[src/rtl/mem_access_ctrl_pkg.sv]
// mem_access_ctrl_pkg: access size encodings, controller states and the natural-alignment rule
package mem_access_ctrl_pkg;
  localparam logic [1:0] SZ_B = 2'b00;
  localparam logic [1:0] SZ_H = 2'b01;
  localparam logic [1:0] SZ_W = 2'b10;
  typedef enum logic [1:0] {S_IDLE, S_REQ, S_WAIT, S_DONE} state_t;
  function automatic logic misaligned(input logic [1:0] size, input logic [1:0] off);
    return size == SZ_B ? 1'b0 : size == SZ_H ? off[0] : |off;
  endfunction
endpackage

[src/rtl/mem_access_ctrl_if.sv]
// mem_access_ctrl_if: EX->MEM operation, MEM->WB result and split-transaction data bus
interface mem_access_ctrl_if;
  logic        in_valid;
  logic        in_ready;
  logic        in_re;
  logic        in_we;
  logic [1:0]  in_size;
  logic        in_sext;
  logic [31:0] in_addr;
  logic [31:0] in_wdata;
  logic        out_valid;
  logic        out_ready;
  logic [31:0] out_data;
  logic        out_ale;
  logic        data_req;
  logic        data_wr;
  logic [3:0]  data_wstrb;
  logic [31:0] data_addr;
  logic [31:0] data_wdata;
  logic        data_addr_ok;
  logic        data_data_ok;
  logic [31:0] data_rdata;
  modport master (
    input  in_valid, in_re, in_we, in_size, in_sext, in_addr, in_wdata, out_ready,
           data_addr_ok, data_data_ok, data_rdata,
    output in_ready, out_valid, out_data, out_ale, data_req, data_wr, data_wstrb,
           data_addr, data_wdata
  );
  modport slave (
    output in_valid, in_re, in_we, in_size, in_sext, in_addr, in_wdata, out_ready,
           data_addr_ok, data_data_ok, data_rdata,
    input  in_ready, out_valid, out_data, out_ale, data_req, data_wr, data_wstrb,
           data_addr, data_wdata
  );
endinterface

[src/rtl/mem_lane_align.sv]
// mem_lane_align: store strobe/lane replication and load lane extract with zero/sign extension
module mem_lane_align
  import mem_access_ctrl_pkg::*;
(
  input  logic [1:0]  size,
  input  logic [1:0]  off,
  input  logic        sext,
  input  logic [31:0] wdata,
  input  logic [31:0] rdata,
  output logic [3:0]  strb,
  output logic [31:0] wlane,
  output logic [31:0] rext
);
  logic [7:0]  rb;
  logic [15:0] rh;
  always_comb begin
    rb    = 8'(rdata >> {off, 3'b000});
    rh    = 16'(rdata >> {off[1], 4'b0000});
    strb  = size == SZ_B ? 4'b0001 << off : size == SZ_H ? (off[1] ? 4'b1100 : 4'b0011) : 4'b1111;
    wlane = size == SZ_B ? {4{wdata[7:0]}} : size == SZ_H ? {2{wdata[15:0]}} : wdata;
    rext  = size == SZ_B ? {{24{sext & rb[7]}}, rb} : size == SZ_H ? {{16{sext & rh[15]}}, rh} : rdata;
  end
endmodule

[src/rtl/mem_access_ctrl.sv]
// mem_access_ctrl: MEM-stage load/store sequencer on a split-transaction bus; MEM_ALIGN_CHECK_EN traps misaligned half/word accesses
module mem_access_ctrl
  import mem_access_ctrl_pkg::*;
(
  input logic               clk,
  input logic               rst,
  mem_access_ctrl_if.master m
);
  state_t      state, nxt;
  logic        go, mis, cap, re_q, we_q, sext_q, ale_q;
  logic [1:0]  size_q;
  logic [3:0]  strb;
  logic [31:0] addr_q, wdata_q, data_q, rext, wlane;
`ifdef MEM_ALIGN_CHECK_EN
  assign mis = (m.in_re | m.in_we) & misaligned(m.in_size, m.in_addr[1:0]);
`else
  assign mis = 1'b0;
`endif
  assign m.in_ready = state == S_IDLE || (state == S_DONE && m.out_ready);
  assign go  = m.in_valid & m.in_ready;
  // read data is captured on the data phase, whether it lands with the address phase or later
  assign cap = (state == S_REQ && m.data_addr_ok && m.data_data_ok) || (state == S_WAIT && m.data_data_ok);
  always_comb begin
    nxt = state;
    if (go) nxt = (!(m.in_re | m.in_we) || mis) ? S_DONE : S_REQ;
    else if (cap) nxt = S_DONE;
    else if (state == S_REQ && m.data_addr_ok) nxt = S_WAIT;
    else if (state == S_DONE && m.out_ready) nxt = S_IDLE;
  end
  always_ff @(posedge clk) begin
    if (rst) begin
      state   <= S_IDLE;
      re_q    <= 1'b0;
      we_q    <= 1'b0;
      sext_q  <= 1'b0;
      ale_q   <= 1'b0;
      size_q  <= SZ_B;
      addr_q  <= '0;
      wdata_q <= '0;
      data_q  <= '0;
    end else begin
      state <= nxt;
      if (go) begin
        re_q    <= m.in_re;
        we_q    <= m.in_we;
        sext_q  <= m.in_sext;
        size_q  <= m.in_size;
        addr_q  <= m.in_addr;
        wdata_q <= m.in_wdata;
        data_q  <= m.in_addr;
        ale_q   <= mis;
      end else if (cap && re_q) data_q <= rext;
    end
  end
  mem_lane_align u_lane (
    .size (size_q),
    .off  (addr_q[1:0]),
    .sext (sext_q),
    .wdata(wdata_q),
    .rdata(m.data_rdata),
    .strb (strb),
    .wlane(wlane),
    .rext (rext)
  );
  assign m.out_valid  = state == S_DONE;
  assign m.out_data   = data_q;
  assign m.out_ale    = ale_q;
  assign m.data_req   = state == S_REQ;
  assign m.data_wr    = we_q;
  assign m.data_wstrb = we_q ? strb : 4'b0000;
  assign m.data_addr  = addr_q;
  assign m.data_wdata = wlane;
endmodule
[src/flat_wrapper.sv]
// flat-port wrapper written by rule: the top's interface ports become plain ports
module mem_access_ctrl_flat import mem_access_ctrl_pkg::*;
  (clk, rst, m_in_valid, m_in_re, m_in_we, m_in_size, m_in_sext, m_in_addr, m_in_wdata, m_out_ready, m_data_addr_ok, m_data_data_ok, m_data_rdata, m_in_ready, m_out_valid, m_out_data, m_out_ale, m_data_req, m_data_wr, m_data_wstrb, m_data_addr, m_data_wdata);
  mem_access_ctrl_if m_i ();
  input logic clk;
  input logic rst;
  input wire logic [$bits(m_i.in_valid)-1:0] m_in_valid;
  input wire logic [$bits(m_i.in_re)-1:0] m_in_re;
  input wire logic [$bits(m_i.in_we)-1:0] m_in_we;
  input wire logic [$bits(m_i.in_size)-1:0] m_in_size;
  input wire logic [$bits(m_i.in_sext)-1:0] m_in_sext;
  input wire logic [$bits(m_i.in_addr)-1:0] m_in_addr;
  input wire logic [$bits(m_i.in_wdata)-1:0] m_in_wdata;
  input wire logic [$bits(m_i.out_ready)-1:0] m_out_ready;
  input wire logic [$bits(m_i.data_addr_ok)-1:0] m_data_addr_ok;
  input wire logic [$bits(m_i.data_data_ok)-1:0] m_data_data_ok;
  input wire logic [$bits(m_i.data_rdata)-1:0] m_data_rdata;
  output wire logic [$bits(m_i.in_ready)-1:0] m_in_ready;
  output wire logic [$bits(m_i.out_valid)-1:0] m_out_valid;
  output wire logic [$bits(m_i.out_data)-1:0] m_out_data;
  output wire logic [$bits(m_i.out_ale)-1:0] m_out_ale;
  output wire logic [$bits(m_i.data_req)-1:0] m_data_req;
  output wire logic [$bits(m_i.data_wr)-1:0] m_data_wr;
  output wire logic [$bits(m_i.data_wstrb)-1:0] m_data_wstrb;
  output wire logic [$bits(m_i.data_addr)-1:0] m_data_addr;
  output wire logic [$bits(m_i.data_wdata)-1:0] m_data_wdata;
  assign m_i.in_valid = m_in_valid;
  assign m_i.in_re = m_in_re;
  assign m_i.in_we = m_in_we;
  assign m_i.in_size = m_in_size;
  assign m_i.in_sext = m_in_sext;
  assign m_i.in_addr = m_in_addr;
  assign m_i.in_wdata = m_in_wdata;
  assign m_i.out_ready = m_out_ready;
  assign m_i.data_addr_ok = m_data_addr_ok;
  assign m_i.data_data_ok = m_data_data_ok;
  assign m_i.data_rdata = m_data_rdata;
  assign m_in_ready = m_i.in_ready;
  assign m_out_valid = m_i.out_valid;
  assign m_out_data = m_i.out_data;
  assign m_out_ale = m_i.out_ale;
  assign m_data_req = m_i.data_req;
  assign m_data_wr = m_i.data_wr;
  assign m_data_wstrb = m_i.data_wstrb;
  assign m_data_addr = m_i.data_addr;
  assign m_data_wdata = m_i.data_wdata;
  mem_access_ctrl u_core (.clk(clk), .rst(rst), .m(m_i));
endmodule
[config.mk]
export PLATFORM = sky130hd
export DESIGN_NAME = mem_access_ctrl_flat
export DESIGN_NICKNAME = d
export VERILOG_FILES = /design/src/rtl/mem_access_ctrl_pkg.sv /design/src/rtl/mem_access_ctrl_if.sv /design/src/rtl/mem_lane_align.sv /design/src/rtl/mem_access_ctrl.sv /design/src/flat_wrapper.sv
export SDC_FILE = /design/constraint.sdc
export NUM_CORES = 1
export LEC_CHECK = 0
export BUFFER_PORTS_ARGS = -buffer_cell sky130_fd_sc_hd__buf_2
export CAP_MARGIN = 20
export CORE_ASPECT_RATIO = 1.25
export CORE_MARGIN = 5
export CORE_UTILIZATION = 49
export DETAILED_ROUTE_END_ITERATION = 6
export GPL_TIMING_DRIVEN = 0
export HOLD_SLACK_MARGIN = 0.08
export PLACE_DENSITY = 0.81
export REMOVE_ABC_BUFFERS = 1
export SETUP_SLACK_MARGIN = 0.2
export SYNTH_ARGS = -nofsm -noshare
export SYNTH_HDL_FRONTEND = slang
export SYNTH_SLANG_ARGS = --single-unit
[constraint.sdc]
create_clock -name clk -period 2.45 [get_ports clk]
set_input_delay 0.3675 -clock clk [delete_from_list [all_inputs] [get_ports clk]]
set_output_delay 0.3675 -clock clk [all_outputs]
set_load 0.01 [all_outputs]
==> results of run 1 <==
worst max-delay path by stage:
stage / startpoint / to / slack (ns) / cells past startpoint
3_5_place_dp: u_core.state[1] / u_core.m.out_data[23] / -0.54 / 6
4_1_cts: u_core.state[1] / u_core.m.out_data[26] / 0.20 / 4
3_3_place_gp: m_out_ready / u_core.m.out_data[1] / -2.43 / 5
2_1_floorplan: u_core.state[1] / u_core.m.out_data[0] / -0.69 / 4
5_1_grt: u_core.state[1] / u_core.m.out_data[23] / 0.19 / 7
6_report: u_core.size_q[0] / m_data_wdata[11] / 0.34 / 4
synthesized netlist by cell type, drive strengths merged (7+ instances only):
cell type / n
dfxtp: 103
nand2: 194
o21ai: 18
o211ai: 17
clkbuf: 31
nor2b: 7
nor3b: 8
o22ai: 7
a21o: 18
a311oi: 8
buf: 43
o2111ai: 8
a211oi: 7
a32o: 24
nor2: 16
nand2b: 10
mux2i: 12
nand3: 9
mux2: 9
a21oi: 88
mux4: 8
final cells by class:
type | count | area share (%)
Inverter | 2 | 0.114
Timing Repair Buffer | 221 | 18.3
Multi-Input combinational cell | 486 | 43.4
Antenna cell | 1 | 0.0380
Clock inverter | 4 | 0.437
Tap cell | 132 | 2.51
Sequential cell | 103 | 31.4
Clock buffer | 12 | 3.89
tightest hold or removal path, stage by stage:
cell	delay, ns
buf_2	0.10
nand2_1	0.04
a21oi_1	0.05
metal layers:
metal / vias up / track usage [%] / routed length [µm]
met1: 2563 / 31.9 / 6910
met5: - / 0 / 0
met3: 37 / 3.73 / 1140
li1: 2640 / - / -
met2: 207 / 40.1 / 8280
met4: 0 / 10.4 / 486
cell families (layout without fill, tap and decap cells):
family	Yosys count	count (layout)	synth area share, %
compound gates	200	200	25.1
buf+inv	76	239	8.25
flops	103	103	38.8
mux	29	29	7.55
other cells	1	2	0.0705
simple gates	254	256	20.3
stage by stage:
step | cell area, µm² | TNS, ns | setup WS, ns | utilization, %
floorplan | 4890 | -46.03 | -0.692 | -
global placement | 6100 | -197.06 | -2.43 | 57.5
detailed placement | 6220 | -9.24 | -0.536 | 58.6
CTS | 6560 | 0 | 0.196 | 61.8
global route | 6590 | 0 | 0.194 | 62.1
finish | 6590 | 0 | 0.338 | 62.1
report_power, final:
group / internal (µW) / switching (µW) / total [µW]
Sequential: 1820 / 123 / 1940
Combinational: 500 / 701 / 1200
Clock: 748 / 624 / 1370
Total: 3070 / 1450 / 4520
sequential cells by signal (all words and copies together), names as in the netlist:
name                count
u_core.m.data_addr     32
u_core.re_q             1
u_core.state            2
u_core.m.out_data      32
u_core.wdata_q         32
u_core.m.data_wr        1
u_core.size_q           2
u_core.sext_q           1
layout by cell type, fill, tap and decap left out, types with 11 or more instances in the layout:
cell	n
buf_2	209
nand2_1	193
dfxtp_1	99
a21oi_1	87
a32o_1	24
o21ai_0	18
nor2_1	15
o211ai_1	14
mux2i_1	12
a21o_1	11
repair_timing:
item	CTS	global route
gates resized for setup	5	4
pin swaps	3	1
setup endpoints to repair	52	31
setup buffers	4	1
cloned	1	1
==> summary.md, run 1 <==
| Metric | Value |
|---|---|
| Max Slew Vio Count | `0` |
| Final Hold Fails | `0` |
| WP data required | `2.08 ns` |
| H-tree level count | `3` |
| CTS sink cnt | `103` |
| Die area | `0.0131 mm²` |
| Final hold slack | `0.257 ns` |
| Synthesized flop and latch total | `103` |
| Clk_lat worst skew | `0.34 ns` |
| Routed length per instance | `17.5 µm` |
| Static Leak | `0.00297 µW` |
| Worst Path Max Fanout | `24` |
| Fmax | `474 MHz` |
| Initial core utilization | `50.1%` |
| Fillcell total | `986` |
| Clk root buf | `clkbuf_16` |
| R2R Setup Slk | `0.36 ns` |
| Synth area leaders | `dfxtp_1 39%, nand2_1 14%, a21oi_1 8.2%` |
| Seq/Total Area, Yosys | `38.8%` |
| Die X | `103 µm` |
| Worst Path Buf+Inv | `1` |
| Worst setup SP type | `register` |
| R2R Path End | `u_core.m.out_data[1]` |
| Tightest Pin Transition | `0.965 ns` |
| Final period util | `86.2%` |
| Most common flop cell mapped by yosys | `dfxtp_1` |
| R2R Path Start | `u_core.state[1]` |
| First-pass GRT wire length | `25.5 mm` |
| CP max stage cell | `dfxtp_2` |
| Power density over cell area | `685 mW/mm²` |
| Status | `completed` |
| Number of placement rows | `42` |
| Initial antenna violation count | `1` |
| Max-cap check violation count | `0` |
| CP max stage delay | `0.73 ns` |
| Netlist cell types | `43` |
| Syn Area/Cell | `8.02 µm²` |
| Hold Startpoint | `m_in_wdata[11]` |
| Gr ovfl total | `0` |
| WL final | `16.8 mm` |
| Port buffer count | `210` |
| Pwr Total | `4520 µW` |
| DRT Pass-1 Iters | `5` |
| Hold_buf cts | `0` |
| Dominant cell type by area after synthesis | `dfxtp_1` |
| Crit-path cells | `or2_4 > nand2_1 > nand2_1 > buf_2` |
| # setup viols final | `0` |
| DIE HEIGHT | `127 µm` |
| Hold depth | `3` |
| Mapped Area | `0.00532 mm²` |
| Layout Cells excl Fill | `961` |
| Vias in the first global route | `4,950` |
| Post-DP HPWL | `11.4 mm` |
| Drc violations | `0` |
| Hold Path End | `u_core.wdata_q[11]` |
| Post-layout min period | `2.11 ns` |
| Via count | `5,447` |
| Num CTS Buffers | `9` |
| Placed Instances | `937` |
| Vias/cell | `5.67` |
| Initial DRC count | `355` |
| Post-layout nets | `930` |
| Pin count of the biggest net entering global routing | `89` |
| Multi-input logic area | `0.00286 mm²` |
| I/O pin count | `212` |
| R2R depth | `5` |
| Setup crit end kind | `primary output` |
| Core ar. | `0.0106 mm²` |
| RSZ-0062 raised after global routing | `yes` |
| Critical path's top delay family | `flip-flops` |
| Critical path start-end classification | `register to primary output` |
| Area share of the largest cell type after synthesis | `38.8%` |
| Clock-pin slew on the worst setup and hold paths | `0.07 ns` |
| CTS tree | `built` |
| CTS Buffer Depth | `2` |
| Area growth syn-to-layout | `23.9%` |
| DRT antenna net count | `0` |
| EDFF count, synth | `0` |
| Async set-reset flop share out of synthesis | `0%` |
| Slew headroom | `35.7%` |
| Register area | `0.00207 mm²` |
| Min-delay worst type | `input pin to register` |
| Gp weighted congestion | `0.822` |
| GRT Total Usage | `24.5%` |
| Setup Skew | `0.00736 ns` |
| Syn. warnings | `0` |
| Fraction of layout cells with a size suffix above 1 | `33.6%` |
| Cell mode on critical path | `nand2_1` |
| WP data arrival | `1.74 ns` |
| Mapped Cells | `663` |
| Max VDD drop | `0.000362 V` |
No activity file was read; power rests on OpenSTA's default activity.
==> inputs of run 2 (changes only) <==
- CTS_CLUSTER_SIZE: not set -> 30
- clock period: 2.45 -> 2.4 ns (I/O delays scaled with it)
==> summary.md, run 2 (synthesis gave the netlist of run 1 again) <==
| Metric | Value |
|---|---|
| GRT Total Usage | `24.5% (unchanged)` |
| Post-layout nets | `931 (was 930)` |
| Gp weighted congestion | `0.822 (unchanged)` |
| Pwr Total | `4610 µW (was 4520 µW)` |
| Die area | `0.0131 mm² (unchanged)` |
| Post-layout min period | `2.09 ns` |
| Final period util | `87.0%` |
| Initial DRC count | `353 (was 355)` |
| Clock-pin slew on the worst setup and hold paths | `0.07 ns (about the same)` |
| Worst setup startpoint | `u_core.state[1] (was u_core.size_q[0])` |
| Fmax | `479 MHz` |
| Hold Startpoint | `m_in_wdata[11] (unchanged)` |
| Hold_buf cts | `0 (unchanged)` |
| DIE HEIGHT | `127 µm (unchanged)` |
| Max VDD drop | `0.000368 V (was 0.000362 V)` |
| Fraction of layout cells with a size suffix above 1 | `33.8% (was 33.6%)` |
| Critical path's top delay family | `simple AND/OR/NAND/NOR gates (was flip-flops)` |
| Area growth syn-to-layout | `24.4% (was 23.9%)` |
| Finished Core Util | `62.3% (was 62.1%)` |
| Core ar. | `0.0106 mm² (unchanged)` |
| RSZ-0062 raised after global routing | `no (was yes)` |
| Crit-path cells | `or3b_4 > and2_4 > buf_16 > o2111ai_1 > a311oi_1 (was or2_4 > nand2_1 > nand2_1 > buf_2)` |
| CP max stage cell | `dfxtp_1 (was dfxtp_2)` |
| # setup viols final | `0 (unchanged)` |
| CTS tree | `built (unchanged)` |
| Post-DP HPWL | `11.4 mm (unchanged)` |
| Static Leak | `0.00298 µW (was 0.00297 µW)` |
| CTS Buffer Depth | `2 (unchanged)` |
| Clk_lat worst skew | `0.34 ns (about the same)` |
| DRT antenna net count | `0 (unchanged)` |
| Max Slew Vio Count | `0 (unchanged)` |
| WL final | `16.8 mm (about the same)` |
| Vias in the first global route | `4,950 (unchanged)` |
| Max-cap check violation count | `0 (unchanged)` |
| Drc violations | `0 (unchanged)` |
| Routed length per instance | `17.4 µm (was 17.5 µm)` |
| Worst Path Max Fanout | `58 (was 24)` |
| Number of placement rows | `42 (unchanged)` |
| Tightest Pin Transition | `0.991 ns (was 0.965 ns)` |
| Num CTS Buffers | `9 (unchanged)` |
| Worst Path Buf+Inv | `1 (unchanged)` |
| Initial antenna violation count | `1 (unchanged)` |
| R2R Path Start | `u_core.state[1] (unchanged)` |
| CTS sink cnt | `103 (unchanged)` |
| I/O pin count | `212 (unchanged)` |
| WP data required | `2.64 ns (was 2.08 ns)` |
| First-pass GRT wire length | `25.5 mm (unchanged)` |
| Status | `completed (unchanged)` |
| Min-delay worst type | `input pin to register (unchanged)` |
| WP data arrival | `2.33 ns (was 1.74 ns)` |
| Gr ovfl total | `0 (unchanged)` |
| Clk root buf | `clkbuf_16 (unchanged)` |
| Final hold slack | `0.249 ns (was 0.257 ns)` |
| Most frequent cells in the layout | `209 x buf_2, 193 x nand2_1, 99 x dfxtp_1 (unchanged)` |
| Port buffer count | `210 (unchanged)` |
| Vias/cell | `5.61 (was 5.67)` |
| Final Hold Fails | `0 (unchanged)` |
| Worst setup SP type | `register (unchanged)` |
| Setup Skew | `0.00623 ns (was 0.00736 ns)` |
| Critical path start-end classification | `register to register (was register to primary output)` |
| Via count | `5,400 (was 5,447)` |
| CP max stage delay | `0.49 ns (was 0.73 ns)` |
| DRT Pass-1 Iters | `5 (unchanged)` |
| Initial core utilization | `50.1% (unchanged)` |
| Commonest non-fill, non-tap cell in the layout | `buf_2 (unchanged)` |
| Pin count of the biggest net entering global routing | `89 (unchanged)` |
| H-tree level count | `3 (unchanged)` |
| Die X | `103 µm (unchanged)` |
| Slew headroom | `34.0% (was 35.7%)` |
| Fillcell total | `985 (was 986)` |
| Power density over cell area | `697 mW/mm² (was 685 mW/mm²)` |
| Setup crit end kind | `register (was primary output)` |
run 2: changes by cell type in the layout (fill, tap and decap cells not counted):
cell / previous run / this run
nor2b_2: 1 / 0
nand2b_2: 0 / 1
nor2b_4: 0 / 1
dfxtp_4: 1 / 2
nand3_4: 0 / 1
nand2b_1: 10 / 9
dfxtp_2: 3 / 2
buf_4: 6 / 7
nand3_2: 1 / 0
run 2: tightest hold or removal path: stages:
cell	delay [ns]
buf_2	0.09
nand2_1	0.04
a21oi_1	0.05
run 2: cell type report:
cell class | instances | area (µm²) | area share [%]
clock buffers | 12 | 256 | 3.88
flip-flops and latches | 103 | 2070 | 31.3
clock inverters | 4 | 28.8 | 0.435
inverters | 2 | 7.51 | 0.113
well taps | 132 | 165 | 2.50
multi-input cells | 486 | 2870 | 43.4
diodes | 1 | 2.50 | 0.0378
repair buffers | 222 | 1210 | 18.3
run 2: final timing paths:
| kind | to | slack, ns | cells past startpoint |
|---|---|---|---|
| max | u_core.m.out_data[1] | 0.31 | 5 |
| min | u_core.wdata_q[11] | 0.25 | 3 |
| max reg2reg | u_core.m.out_data[1] | 0.31 | 5 |
| min reg2reg | u_core.m.data_addr[6] | 0.45 | 2 |
run 2: stage by stage:
stage | std cells | area (µm²) | setup TNS (ns) | setup WS, ns
3_3_place_gp | 931 | 6100 | -202.60 | -2.47
5_1_grt | 962 | 6620 | 0 | 0.215
4_1_cts | 958 | 6560 | 0 | 0.146
2_1_floorplan | 589 | 4890 | -51.25 | -0.742
3_5_place_dp | 937 | 6220 | -10.84 | -0.586
6_report | 962 | 6620 | 0 | 0.313
run 2: metal layers:
metal / wire (µm) / share of wire [%] / vias up / GRT usage, %
li1: - / - / 2646 / -
met3: 1190 / 7.1 / 35 / 3.73
met4: 468 / 2.8 / 0 / 10.4
met1: 6770 / 40 / 2510 / 31.9
met2: 8340 / 50 / 209 / 40.1
met5: 0 / 0 / - / 0
run 2: where the power goes:
| part | switching (µW) | leakage [µW] | total (µW) | internal, µW |
|---|---|---|---|---|
| clock network | 633 | 0.000135 | 1400 | 763 |
| registers | 125 | 0.000845 | 1980 | 1860 |
| logic | 716 | 0.00200 | 1230 | 517 |
| total | 1470 | 0.00298 | 4610 | 3140 |
run 2: timing repair:
item | 4_1_cts | 5_1_grt
setup endpoints to repair | 52 | 38
buffers inserted | 4 | 2
gates resized for setup | 6 | 7
pin swaps | 3 | 3
gates cloned | 1 | 1
==> inputs of run 3 (changes only) <==
- CORE_ASPECT_RATIO: 1.25 -> not set
- CORE_UTILIZATION: 49 -> 44
- MAX_ROUTING_LAYER: not set -> met4
- PLACE_DENSITY: 0.81 -> 0.76
- clock period: 2.4 -> 1.7 ns (I/O delays scaled with it)
==> summary.md, run 3 (synthesis gave the netlist of run 1 again) <==
| Metric | Value |
|---|---|
| Pin count of the biggest net entering global routing | `89 (unchanged)` |
| Worst Path Max Fanout | `5 (was 58)` |
| DIE HEIGHT | `120 µm (was 127 µm)` |
| Post-layout nets | `1,026 (was 931)` |
| Port buffer count | `210 (unchanged)` |
| Setup crit end kind | `register (unchanged)` |
| Register share of total power | `34.9% (was 43.0%)` |
| WP data arrival | `2.07 ns (was 2.33 ns)` |
| Critical path start-end classification | `register to register (unchanged)` |
| Clock power share | `26.5% (was 30.3%)` |
| Static Leak | `0.00389 µW (was 0.00298 µW)` |
| Slew headroom | `28.6% (was 34.0%)` |
| Max-cap check violation count | `0 (unchanged)` |
| Clock-pin slew on the worst setup and hold paths | `0.07 ns (about the same)` |
| DRT Pass-1 Iters | `5 (unchanged)` |
| Logic pwr share | `38.6% (was 26.7%)` |
| DRT antenna net count | `0 (unchanged)` |
| Sw Pwr | `2690 µW (was 1470 µW)` |
| # setup viols final | `70 (was 0)` |
| Post-DP HPWL | `11.8 mm (was 11.4 mm)` |
| I/O pin count | `212 (unchanged)` |
| WL final | `24.9 mm (was 16.8 mm)` |
| Max VDD drop | `0.000784 V (was 0.000368 V)` |
| Gp weighted congestion | `0.831 (was 0.822)` |
| Die area | `0.0144 mm² (was 0.0131 mm²)` |
| Number of placement rows | `40 (was 42)` |
| GRT Total Usage | `29.0% (was 24.5%)` |
| Fillcell total | `888 (was 985)` |
| Worst setup SP type | `register (unchanged)` |
| Vias/cell | `6.03 (was 5.61)` |
| Num CTS Buffers | `9 (unchanged)` |
| Routed length per instance | `23.1 µm (was 17.4 µm)` |
| Die X | `120 µm (was 103 µm)` |
| Final Hold Fails | `0 (unchanged)` |
| Commonest non-fill, non-tap cell in the layout | `buf_2 (unchanged)` |
| Clk root buf | `clkbuf_16 (unchanged)` |
| First-pass GRT wire length | `31.6 mm (was 25.5 mm)` |
| Tightest Pin Transition | `1.07 ns (was 0.991 ns)` |
| Initial core utilization | `44.7% (was 50.1%)` |
| Power density over cell area | `934 mW/mm² (was 697 mW/mm²)` |
| Clk_lat worst skew | `0.36 ns (was 0.34 ns)` |
| Status | `finished, violations left (was completed)` |
| WP data required | `1.97 ns (was 2.64 ns)` |
| Vias in the first global route | `5,624 (was 4,950)` |
| Gr ovfl total | `0 (unchanged)` |
| CTS sink cnt | `103 (unchanged)` |
| Final period util | `106% (was 87.0%)` |
| CTS Buffer Depth | `2 (unchanged)` |
| Fmax | `556 MHz (was 479 MHz)` |
| H-tree level count | `3 (unchanged)` |
| Hold_buf cts | `0 (unchanged)` |
| CTS tree | `built (unchanged)` |
| Setup TNS | `-1.69 ns (was 0 ns)` |
| Fraction of layout cells with a size suffix above 1 | `50.9% (was 33.8%)` |
| Final setup margin | `-0.100 ns (was 0.313 ns)` |
| Min-delay worst type | `input pin to register (unchanged)` |
| Post-layout min period | `1.80 ns (was 2.09 ns)` |
| Most frequent cells in the layout | `200 x buf_2, 131 x nand2_1, 97 x dfxtp_1 (was 209 x buf_2, 193 x nand2_1, 99 x dfxtp_1)` |
| Setup Skew | `0.00881 ns (was 0.00623 ns)` |
| RSZ-0062 raised after global routing | `yes (was no)` |
| Initial DRC count | `724 (was 353)` |
| Int Pwr | `5330 µW (was 3140 µW)` |
| Pre-CTS WS | `-0.994 ns (was -0.586 ns)` |
| Drc violations | `0 (unchanged)` |
| Via count | `6,478 (was 5,400)` |
| Initial antenna violation count | `4 (was 1)` |
| Area growth syn-to-layout | `61.5% (was 24.4%)` |
| Max Slew Vio Count | `0 (unchanged)` |
| Core ar. | `0.0119 mm² (was 0.0106 mm²)` |
| Sw Share | `33.5% (was 32.0%)` |
| Failing checks | `negative setup slack` |
run 3: cell count changes in the layout (fill, tap and decap cells not counted), moves of 13 or more:
cell / previous run / this run
buf_12: 1 / 14
buf_4: 7 / 29
buf_6: 2 / 39
clkbuf_16: 9 / 22
nand2_1: 193 / 131
nand2_2: 0 / 55
run 3: cell type report:
cell class              count  area [µm²]  area share [%]
clock inverters             3        42.5           0.495
inverters                   2        7.51          0.0874
well taps                 147         184            2.14
clock buffers              13         250            2.91
flip-flops and latches    103        2080            24.3
repair buffers            313        2670            31.1
diodes                      4        10.0           0.117
multi-input cells         490        3340            38.8
run 3: power by group through the flow:
stage,clock network (µW),registers [µW],logic [µW]
finish,2130,2800,3100
global route,2230,2820,3220
CTS,2140,2770,2390
detailed placement,0,2850,1700
global placement,0,2880,1620
floorplan,0,2910,885
run 3: critical path, stage by stage, from the launching register on:
cell and delay [ns]:
dfxtp_4 0.36, or3b_4 0.44, buf_6 0.15, nand2_8 0.12
buf_8 0.14, buf_12 0.12, buf_16 0.13, nand2_1 0.07
a21oi_1 0.18
run 3: metal layers:
| metal | global-route usage, % | wire length (µm) | vias up |
|---|---|---|---|
| met5 | - | 0 | - |
| met4 | 12.3 | 1350 | 0 |
| met3 | 4.52 | 2280 | 126 |
| met2 | 46.2 | 11500 | 471 |
| met1 | 36.7 | 9700 | 3026 |
| li1 | - | - | 2855 |
run 3: metrics by stage:
step | power [µW] | std cells | area, µm² | util, % | hold slack (ns)
5_1_grt | 8280 | 1075 | 8590 | 72.1 | 0.132
4_1_cts | 7300 | 1029 | 7560 | 63.5 | 0.115
3_3_place_gp | 4490 | 946 | 6120 | 51.4 | 0.439
3_5_place_dp | 4550 | 952 | 6240 | 52.4 | 0.445
6_report | 8030 | 1075 | 8590 | 72.1 | 0.123
2_1_floorplan | 3800 | 589 | 4890 | - | 0.324
run 3: what timing repair did:
item | in CTS | in global routing
gates cloned | 15 | 17
gates resized for setup | 82 | 142
pin swaps | 21 | 55
setup buffers | 46 | 25
endpoints found under the setup margin | 134 | 133
run 3: path summary, 6_finish.rpt:
path	from	to	slack (ns)	cells past startpoint
setup reg to reg	u_core.state[0]	u_core.wdata_q[3]	-0.10	8
hold reg to reg	u_core.m.data_addr[27]	u_core.m.data_addr[27]	0.45	2
setup / recovery	u_core.state[0]	u_core.wdata_q[3]	-0.10	8
hold / removal	m_in_size[0]	u_core.size_q[0]	0.12	3
